<file path="src/rtl/keypad_matrix_emulator_if.sv">
// keypad_matrix_emulator_if: key-code valid/ready handshake between a key source and the emulator.
interface keypad_matrix_emulator_if;
    logic [4:0] key_code;
    logic       key_valid;
    logic       key_ready;
    modport master (output key_code, key_valid, input key_ready);
    modport slave  (input key_code, key_valid, output key_ready);
endinterface

</file>
<file path="src/rtl/keypad_matrix_emulator.sv">
// keypad_matrix_emulator: plays one timed, bounced press/release of a 4x4 keypad key
// onto the row lines in answer to the scanner's column drive.
module keypad_matrix_emulator #(
    parameter int CNT_W         = 16,
    parameter int BOUNCE_CYCLES = 8,
    parameter int HOLD_CYCLES   = 1000,
    parameter int GAP_CYCLES    = 100
) (
    input  logic                     CLK,
    input  logic                     RST_n,
    keypad_matrix_emulator_if.slave  bus,
    output logic                     busy,
    output logic                     done,
    output logic                     key_invalid,
    input  logic [3:0]               keyCols,
    output logic [3:0]               keyRows
);
    typedef enum logic [2:0] {IDLE, BOUNCE_IN, PRESS, BOUNCE_OUT, GAP} state_t;
    localparam logic [CNT_W-1:0] B_LD = CNT_W'(BOUNCE_CYCLES > 0 ? BOUNCE_CYCLES - 1 : 0);
    localparam logic [CNT_W-1:0] H_LD = CNT_W'(HOLD_CYCLES > 0 ? HOLD_CYCLES - 1 : 0);
    localparam logic [CNT_W-1:0] G_LD = CNT_W'(GAP_CYCLES > 0 ? GAP_CYCLES - 1 : 0);
    state_t           state, state_n;
    logic [CNT_W-1:0] cnt, cnt_n;
    logic [4:0]       code_q;
    logic             contact, contact_n, done_n, accept, mapped, in_mapped;
    logic [1:0]       col, row;
    // {mapped, col, row}; an unmapped code decodes to all zeros
    function automatic logic [4:0] decode(input logic [4:0] c);
        case (c)
            5'h01:   decode = 5'b1_11_11;
            5'h02:   decode = 5'b1_10_11;
            5'h03:   decode = 5'b1_01_11;
            5'h04:   decode = 5'b1_11_10;
            5'h05:   decode = 5'b1_10_10;
            5'h06:   decode = 5'b1_01_10;
            5'h07:   decode = 5'b1_11_01;
            5'h08:   decode = 5'b1_10_01;
            5'h09:   decode = 5'b1_01_01;
            5'h00:   decode = 5'b1_11_00;
            5'h1C:   decode = 5'b1_10_00;
            5'h1E:   decode = 5'b1_01_00;
            5'h18:   decode = 5'b1_00_00;
            default: decode = 5'b0_00_00;
        endcase
    endfunction
    assign accept          = bus.key_valid && state == IDLE;
    assign bus.key_ready   = state == IDLE;
    assign busy            = state != IDLE;
    assign in_mapped       = |decode(bus.key_code);
    assign {mapped, col, row} = decode(code_q);
    assign keyRows = (contact && mapped && keyCols[col]) ? 4'b0001 << row : 4'b0000;
    always_ff @(posedge CLK) begin
        if (!RST_n) begin
            state       <= IDLE;
            cnt         <= '0;
            code_q      <= 5'b11111;
            contact     <= 1'b0;
            done        <= 1'b0;
            key_invalid <= 1'b0;
        end else begin
            state       <= state_n;
            cnt         <= cnt_n;
            code_q      <= accept ? bus.key_code : code_q;
            contact     <= contact_n;
            done        <= done_n;
            key_invalid <= accept && !in_mapped;
        end
    end
    // Bounce phases toggle contact every cycle; zero-length phases are skipped at entry
    always_comb begin
        state_n   = state;
        cnt_n     = cnt == '0 ? cnt : cnt - CNT_W'(1);
        contact_n = (state == BOUNCE_IN || state == BOUNCE_OUT) ? ~contact : contact;
        done_n    = 1'b0;
        case (state)
            IDLE: if (accept) begin
                state_n   = BOUNCE_CYCLES > 0 ? BOUNCE_IN : PRESS;
                cnt_n     = BOUNCE_CYCLES > 0 ? B_LD : H_LD;
                contact_n = 1'b1;
            end
            BOUNCE_IN: if (cnt == '0) begin
                state_n   = PRESS;
                cnt_n     = H_LD;
                contact_n = 1'b1;
            end
            PRESS: if (cnt == '0) begin
                state_n   = BOUNCE_CYCLES > 0 ? BOUNCE_OUT : GAP_CYCLES > 0 ? GAP : IDLE;
                cnt_n     = BOUNCE_CYCLES > 0 ? B_LD : G_LD;
                contact_n = 1'b0;
                done_n    = BOUNCE_CYCLES == 0 && GAP_CYCLES == 0;
            end
            BOUNCE_OUT: if (cnt == '0) begin
                state_n   = GAP_CYCLES > 0 ? GAP : IDLE;
                cnt_n     = G_LD;
                contact_n = 1'b0;
                done_n    = GAP_CYCLES == 0;
            end
            GAP: if (cnt == '0) begin
                state_n = IDLE;
                done_n  = 1'b1;
            end
            default: state_n = IDLE;
        endcase
    end
endmodule

</file>
<file path="src/flat_wrapper.sv">
// flat-port wrapper written by rule: the top's interface ports become plain ports
module keypad_matrix_emulator_flat 
#(
    parameter int CNT_W         = 16,
    parameter int BOUNCE_CYCLES = 8,
    parameter int HOLD_CYCLES   = 1000,
    parameter int GAP_CYCLES    = 100
)
  (CLK, RST_n, busy, done, key_invalid, keyCols, keyRows, bus_key_code, bus_key_valid, bus_key_ready);
  keypad_matrix_emulator_if bus_i ();
  input  logic CLK;
  input  logic RST_n;
  output logic busy;
  output logic done;
  output logic key_invalid;
  input  logic [3:0] keyCols;
  output logic [3:0] keyRows;
  input wire logic [$bits(bus_i.key_code)-1:0] bus_key_code;
  input wire logic [$bits(bus_i.key_valid)-1:0] bus_key_valid;
  output wire logic [$bits(bus_i.key_ready)-1:0] bus_key_ready;
  assign bus_i.key_code = bus_key_code;
  assign bus_i.key_valid = bus_key_valid;
  assign bus_key_ready = bus_i.key_ready;
  keypad_matrix_emulator #(.CNT_W(CNT_W), .BOUNCE_CYCLES(BOUNCE_CYCLES), .HOLD_CYCLES(HOLD_CYCLES), .GAP_CYCLES(GAP_CYCLES)) u_core (.CLK(CLK), .RST_n(RST_n), .bus(bus_i), .busy(busy), .done(done), .key_invalid(key_invalid), .keyCols(keyCols), .keyRows(keyRows));
endmodule
</file>
<file path="config.mk">
export PLATFORM = sky130hd
export DESIGN_NAME = keypad_matrix_emulator_flat
export DESIGN_NICKNAME = d
export VERILOG_FILES = /design/src/rtl/keypad_matrix_emulator_if.sv /design/src/rtl/keypad_matrix_emulator.sv /design/src/flat_wrapper.sv
export SDC_FILE = /design/constraint.sdc
export NUM_CORES = 1
export LEC_CHECK = 0
export ABC_AREA = 1
export CORE_MARGIN = 1
export CORE_UTILIZATION = 40
export CTS_BUF_LIST = sky130_fd_sc_hd__clkbuf_8
export DETAILED_ROUTE_END_ITERATION = 16
export PLACE_DENSITY = 0.69
export SYNTH_ARGS = -nofsm -noshare
export SYNTH_HDL_FRONTEND = slang
export SYNTH_SLANG_ARGS = --single-unit
</file>
<file path="constraint.sdc">
create_clock -name CLK -period 1.6 [get_ports CLK]
set_input_delay 0.4 -clock CLK [delete_from_list [all_inputs] [get_ports CLK]]
set_output_delay 0.4 -clock CLK [all_outputs]
set_load 0.02 [all_outputs]
</file>
After elaboration in Yosys (flattened, before gate mapping)
Memory sizes are Yosys's and may differ from the RTL's. A register that Yosys moved wholly into a read port is not among the register bits.
Cells that the tools add are included.
Cells by class
  reduce and logical (&&, ||, !) cells: 13
  eq/ne operators: 9
  shift operators: 1
  bitwise operators: 1
  magnitude comparators: 1
  multiplexer cells: 23
  $add $sub $neg: 1
Operator list (number)
  2-to-1 mux 16 bit: 5
  one-hot mux 16 bit (4 select lines): 1
  logical NOT 16 bit: 1
  subtractor 16 x 1 -> 16 bit, second input constant: 1
  2-to-1 mux 3 bit: 5
  one-hot mux 3 bit (5 select lines): 1
  2-to-1 mux 5 bit: 2
  inequality test 2 x 1 -> 1 bit, second input constant: 5
  == test 3 x 2 -> 1 bit, second input constant: 2
  2-to-1 mux 1 bit: 6
  AND reduction 5 bit: 1
  OR reduction 5 bit: 1
  logical AND 1 bit: 4
  2-to-1 mux 4 bit: 1
  << shifter 1 x 2 -> 4 bit, first input constant: 1
  == test 3 x 1 -> 1 bit, second input constant: 1
  == test 3 bit, second input constant: 1
  logical NOT 3 bit: 1
  less-than comparator 2 x 3 -> 1 bit, second input constant: 1
  one-hot mux 1 bit (3 select lines): 1
  nonzero test 3 bit: 1
  binary-select mux 1 bit (select 2 bit): 1
  AND reduction 2 bit: 1
  OR reduction 2 bit: 1
  3 further kinds: 3
Word-level totals
  bits in registers: 27
  memories: 2
  logic and storage cells: 57
  memory bits (read-only): 320
  output and inout bits: 8
  bits of input ports: 12
Memory list
  (name not given): words 32, bits a word 5, rd ports 1, clocked after memory_dff 1, wr ports 0, line keypad_matrix_emulator.sv:29  | case (c)
  (name not given): words 32, bits a word 5, rd ports 1, clocked after memory_dff 0, wr ports 0, line keypad_matrix_emulator.sv:29

Logic depth before layout (Yosys ltp)
  word-level depth: 5
  mapped depth: 13
  mapped depth without buffers: 12

Worst setup path after synthesis
Ideal clock, no wire load.
  path kind: input-to-output
  from: input port keyCols[2]
  to: output port keyRows[0]
  arrival time: 1.193 ns
  cell stages on the path: 4
  buffers on the path: 0
  data required time: 1.200 ns
  setup slack: 0.007 ns
  cell sequence: o21ai_0 o22ai_1 nand3_1 nor3_1
Between the ends
  word-level cells in the longest chain between the ends: 4
RTL lines
  from (decl): line flat_wrapper.sv:16  | input logic [3:0] keyCols;
  binary-select mux 1 bit (select 2 bit): line keypad_matrix_emulator.sv:51  | assign keyRows = (contact && mapped && keyCols[col]) ? 4'b0001 << row : 4'b0000;
  2-to-1 mux 1 bit (implied by the code): line keypad_matrix_emulator.sv:51
  logical AND 1 bit: line keypad_matrix_emulator.sv:51
  2-to-1 mux 4 bit: line keypad_matrix_emulator.sv:51
  to (decl): line flat_wrapper.sv:17  | output logic [3:0] keyRows;
Every way passes these cells. The select of a mux whose other input is x is not followed.

Worst setup path in the final report
  from: register, netlist name u_core.col[0]
  to: output port keyRows[0]
Between the ends
  word-level cells in the longest chain between the ends: 4
RTL lines (line)
  binary-select mux 1 bit (select 2 bit): keypad_matrix_emulator.sv:51
  2-to-1 mux 1 bit (implied by the code): keypad_matrix_emulator.sv:51
  logical AND 1 bit: keypad_matrix_emulator.sv:51
  2-to-1 mux 4 bit: keypad_matrix_emulator.sv:51
Every way passes these cells. The select of a mux whose other input is x is not followed.

==> flow_metrics.env <==
export IMPL_via_per_inst=4.97
export IMPL_io_buffers=19
export IMPL_cp_startpoint="u_core.col[0]"
export IMPL_setup_viol=4
export IMPL_detail_route_wirelength_um=5520
export IMPL_finalSetupTns_ns=-0.681
export IMPL_ys_ff_latch=32
export IMPL_critPathTopFamily="flip-flops"
export IMPL_synth_common_cells="68 x nand2_1, 45 x nor2_1, 32 x dfxtp_1"
export IMPL_slowest_stage="dfxtp_2"
export IMPL_cts_buffer_depth=2
export IMPL_holdWs_ns=0.500
export IMPL_grt_util_met1=0.267
export IMPL_cts_buffers=5
export IMPL_synth_top_area_frac=0.321
export IMPL_fillerInstances=439
export IMPL_grt_max_degree=17
export IMPL_first_pass_iters=4
export IMPL_p_leak_nw=1.40
export IMPL_insertion_delay_ns=0.29
export IMPL_ir_drop_mv=1.29
export IMPL_numClockSinks=32
export IMPL_ys_flop_type="dfxtp_1"
export IMPL_synth_edf_count=0
export IMPL_p_sw_frac=0.477
export IMPL_ant_nets=0
export IMPL_setup_slack_ns=-0.202
export IMPL_yosys_area_top_type="dfxtp_1"
export IMPL_period_share=1.13
export IMPL_combPwrFrac=0.708
export IMPL_yosysSeqAreaShare=0.321
export IMPL_cts_tree="built"
export IMPL_cp_arrival_ns=1.40
export IMPL_power_frac_seq=0.184
export IMPL_drt_iter0_drc=119
export IMPL_p_switching_w=0.00354
export IMPL_power_density_nw_per_um2=2560
export IMPL_outcome="complete, but fails checks"
export IMPL_regArea_um2=648
export IMPL_ys_warn_count=0
export IMPL_cts_root_buf="clkbuf_8"
export IMPL_grt_pass1_wl_um=8830
export IMPL_synthCells=296
export IMPL_crit_type="reg2out"
export IMPL_area_growth_pct=45.3
export IMPL_path_clk_slew_ns=0.08
export IMPL_rsz0062_at_grt="true"
export IMPL_layout_min_cycle_time_ns=1.80
export IMPL_antenna_found_initial=0
export IMPL_drv_cap=0
export IMPL_num_vias=2165
export IMPL_grt_pass1_vias=2040
export IMPL_wl_per_cell_um=12.7
export IMPL_finalMaxSlewViolations=0
export IMPL_synth_area_leaders="dfxtp_1 32%, nand2_1 13%, nor2_1 8.5%"
export IMPL_place_ws_ns=-0.834
export IMPL_grtUsageTotal=0.215
export IMPL_pwr_share_clk=0.109
export IMPL_busiest_layer="met2"
export IMPL_met2_usage=0.374
export IMPL_timing_rr_start="u_core.cnt[0]"
export IMPL_cts_hold_buf=0
export IMPL_drive_gt1_frac=0.358
export IMPL_synthMostInstantiatedCell="nand2_1"
export IMPL_synth_area_um2=1990
export IMPL_htreeDepth=2
export IMPL_grt_overflow_total=0
export IMPL_critPathBufInv=1
export IMPL_fp_row_count=25
export IMPL_ios=20
export IMPL_synth_cell_types=34
export IMPL_fp_dieH_um=72.6
export IMPL_violations="negative setup slack"
export IMPL_synth_fp_nets=311
export IMPL_critPathMaxFanout=4
export IMPL_path_cells="o21ai_1 > o22ai_2 > nand3_2 > nor3_2 > buf_4"
export IMPL_dieArea_um2=5270
export IMPL_place_gp_congestion=0.936
export IMPL_worst_setup_path_end_kind="output pin"
export IMPL_synthArstFlopShare=0
export IMPL_max_stage_delay_ns=0.36
export IMPL_fin_cells=436
export IMPL_hold_violations=0
export IMPL_internal_power_w=0.00388
export IMPL_finClkSkew_ns=0.00592
export IMPL_synth_area_per_cell_um2=6.73
export IMPL_dieWidth_um=72.6
export IMPL_dp_cells=424
export IMPL_start_kind="register"
export IMPL_max_slew_margin=0.751
export IMPL_max_freq_mhz=555
export IMPL_n_antenna_cell=0
export IMPL_grt_util_met3=0.0345
export IMPL_drc=0
export IMPL_hp_start="u_core.code_q[1]"
export IMPL_tightest_slew_ns=0.373
export IMPL_start_util=0.419
export IMPL_nNetsFinal=383
export IMPL_multi_input_area_um2=1360
export IMPL_dp_hpwl_um=3920
export IMPL_coreArea_um2=4750
export IMPL_worstPathRequired_ns=1.20
export IMPL_hp_class="reg2reg"
flip-flops by register name (all words and copies together) (netlist names):
signal	count
u_core.cnt	16
u_core.code_q	5
u_core.col	2
u_core.contact	1
u_core.done	1
u_core.key_invalid	1
u_core.mapped	1
u_core.row	2
u_core.state	3
final timing paths:
check / to / slack (ns) / cells past startpoint
max: keyRows[0] / -0.20 / 5
min: u_core.code_q[1] / 0.50 / 2
max reg2reg: u_core.cnt[1] / 0.01 / 12
min reg2reg: u_core.code_q[1] / 0.50 / 2
area by class of cell:
| class | count | area share |
|---|---|---|
| multi-input combinational | 225 | 0.469 |
| sequential | 32 | 0.224 |
| timing repair buffer | 69 | 0.195 |
| inverter | 35 | 0.0454 |
| tap | 67 | 0.0289 |
| clock buffer | 5 | 0.0238 |
| clock inverter | 3 | 0.0147 |
routing by layer:
layer	wire length, um	vias up
li1	-	1111
met1	2420	996
met2	2800	46
met3	212	12
met4	91	0
met5	0	-
layout by cell type (no fill, tap or decap), drive strengths merged, types with 2 or more instances in the layout:
cell type and n:
a21o 2, a21oi 12, buf 54, clkbuf 7, clkdlybuf4s50 6, clkinv 2
dfxtp 32, dlygate4sd2 7, ha 3, inv 34, nand2 74, nand3 28
nand3b 5, nand4 10, nor2 50, nor3 13, o21a 2, o21ai 12
xor2 8
tightest hold or removal path, cell delays in order, from the launching register on:
cell and delay (ns):
dfxtp_1 0.33, nand2_2 0.06, nand3_2 0.08
stage by stage:
step | instance area (um2) | utilization | total power (W)
after floorplan | 1990 | - | 0.00421
final | 2900 | 0.609 | 0.00743
after CTS | 2730 | 0.574 | 0.00682
after global routing | 2900 | 0.609 | 0.00803
after detailed placement | 2590 | 0.545 | 0.00579
after global placement | 2590 | 0.545 | 0.00572
power groups by stage:
| stage | Combinational [W] | Clock, W | Sequential [W] |
|---|---|---|---|
| 6_report | 0.00526 | 0.000808 | 0.00136 |
| 5_1_grt | 0.00577 | 0.000856 | 0.00140 |
| 4_1_cts | 0.00469 | 0.000818 | 0.00131 |
| 3_5_place_dp | 0.00447 | 0 | 0.00132 |
| 3_3_place_gp | 0.00441 | 0 | 0.00132 |
| 2_1_floorplan | 0.00288 | 0 | 0.00133 |
cell families (layout without fill, tap and decap cells):
kind of cell	Yosys count	after routing	synth area share
AO/OA/AOI/OAI	31	31	0.0904
XOR/XNOR	8	8	0.0352
adder cells (fa/ha/maj)	3	3	0.0188
buffers and inverters	39	112	0.0829
flip-flops	32	32	0.321
multiplexers	1	1	0.00502
AND/OR/NAND/NOR	182	182	0.446
repair_timing:
item                       CTS  global route
hold endpoints to repair     0             0
setup buffers                3             2
pin swaps                    8            22
gates resized for setup     46            49
setup endpoints to repair   19            23
Power figures use the tool's default switching activity.
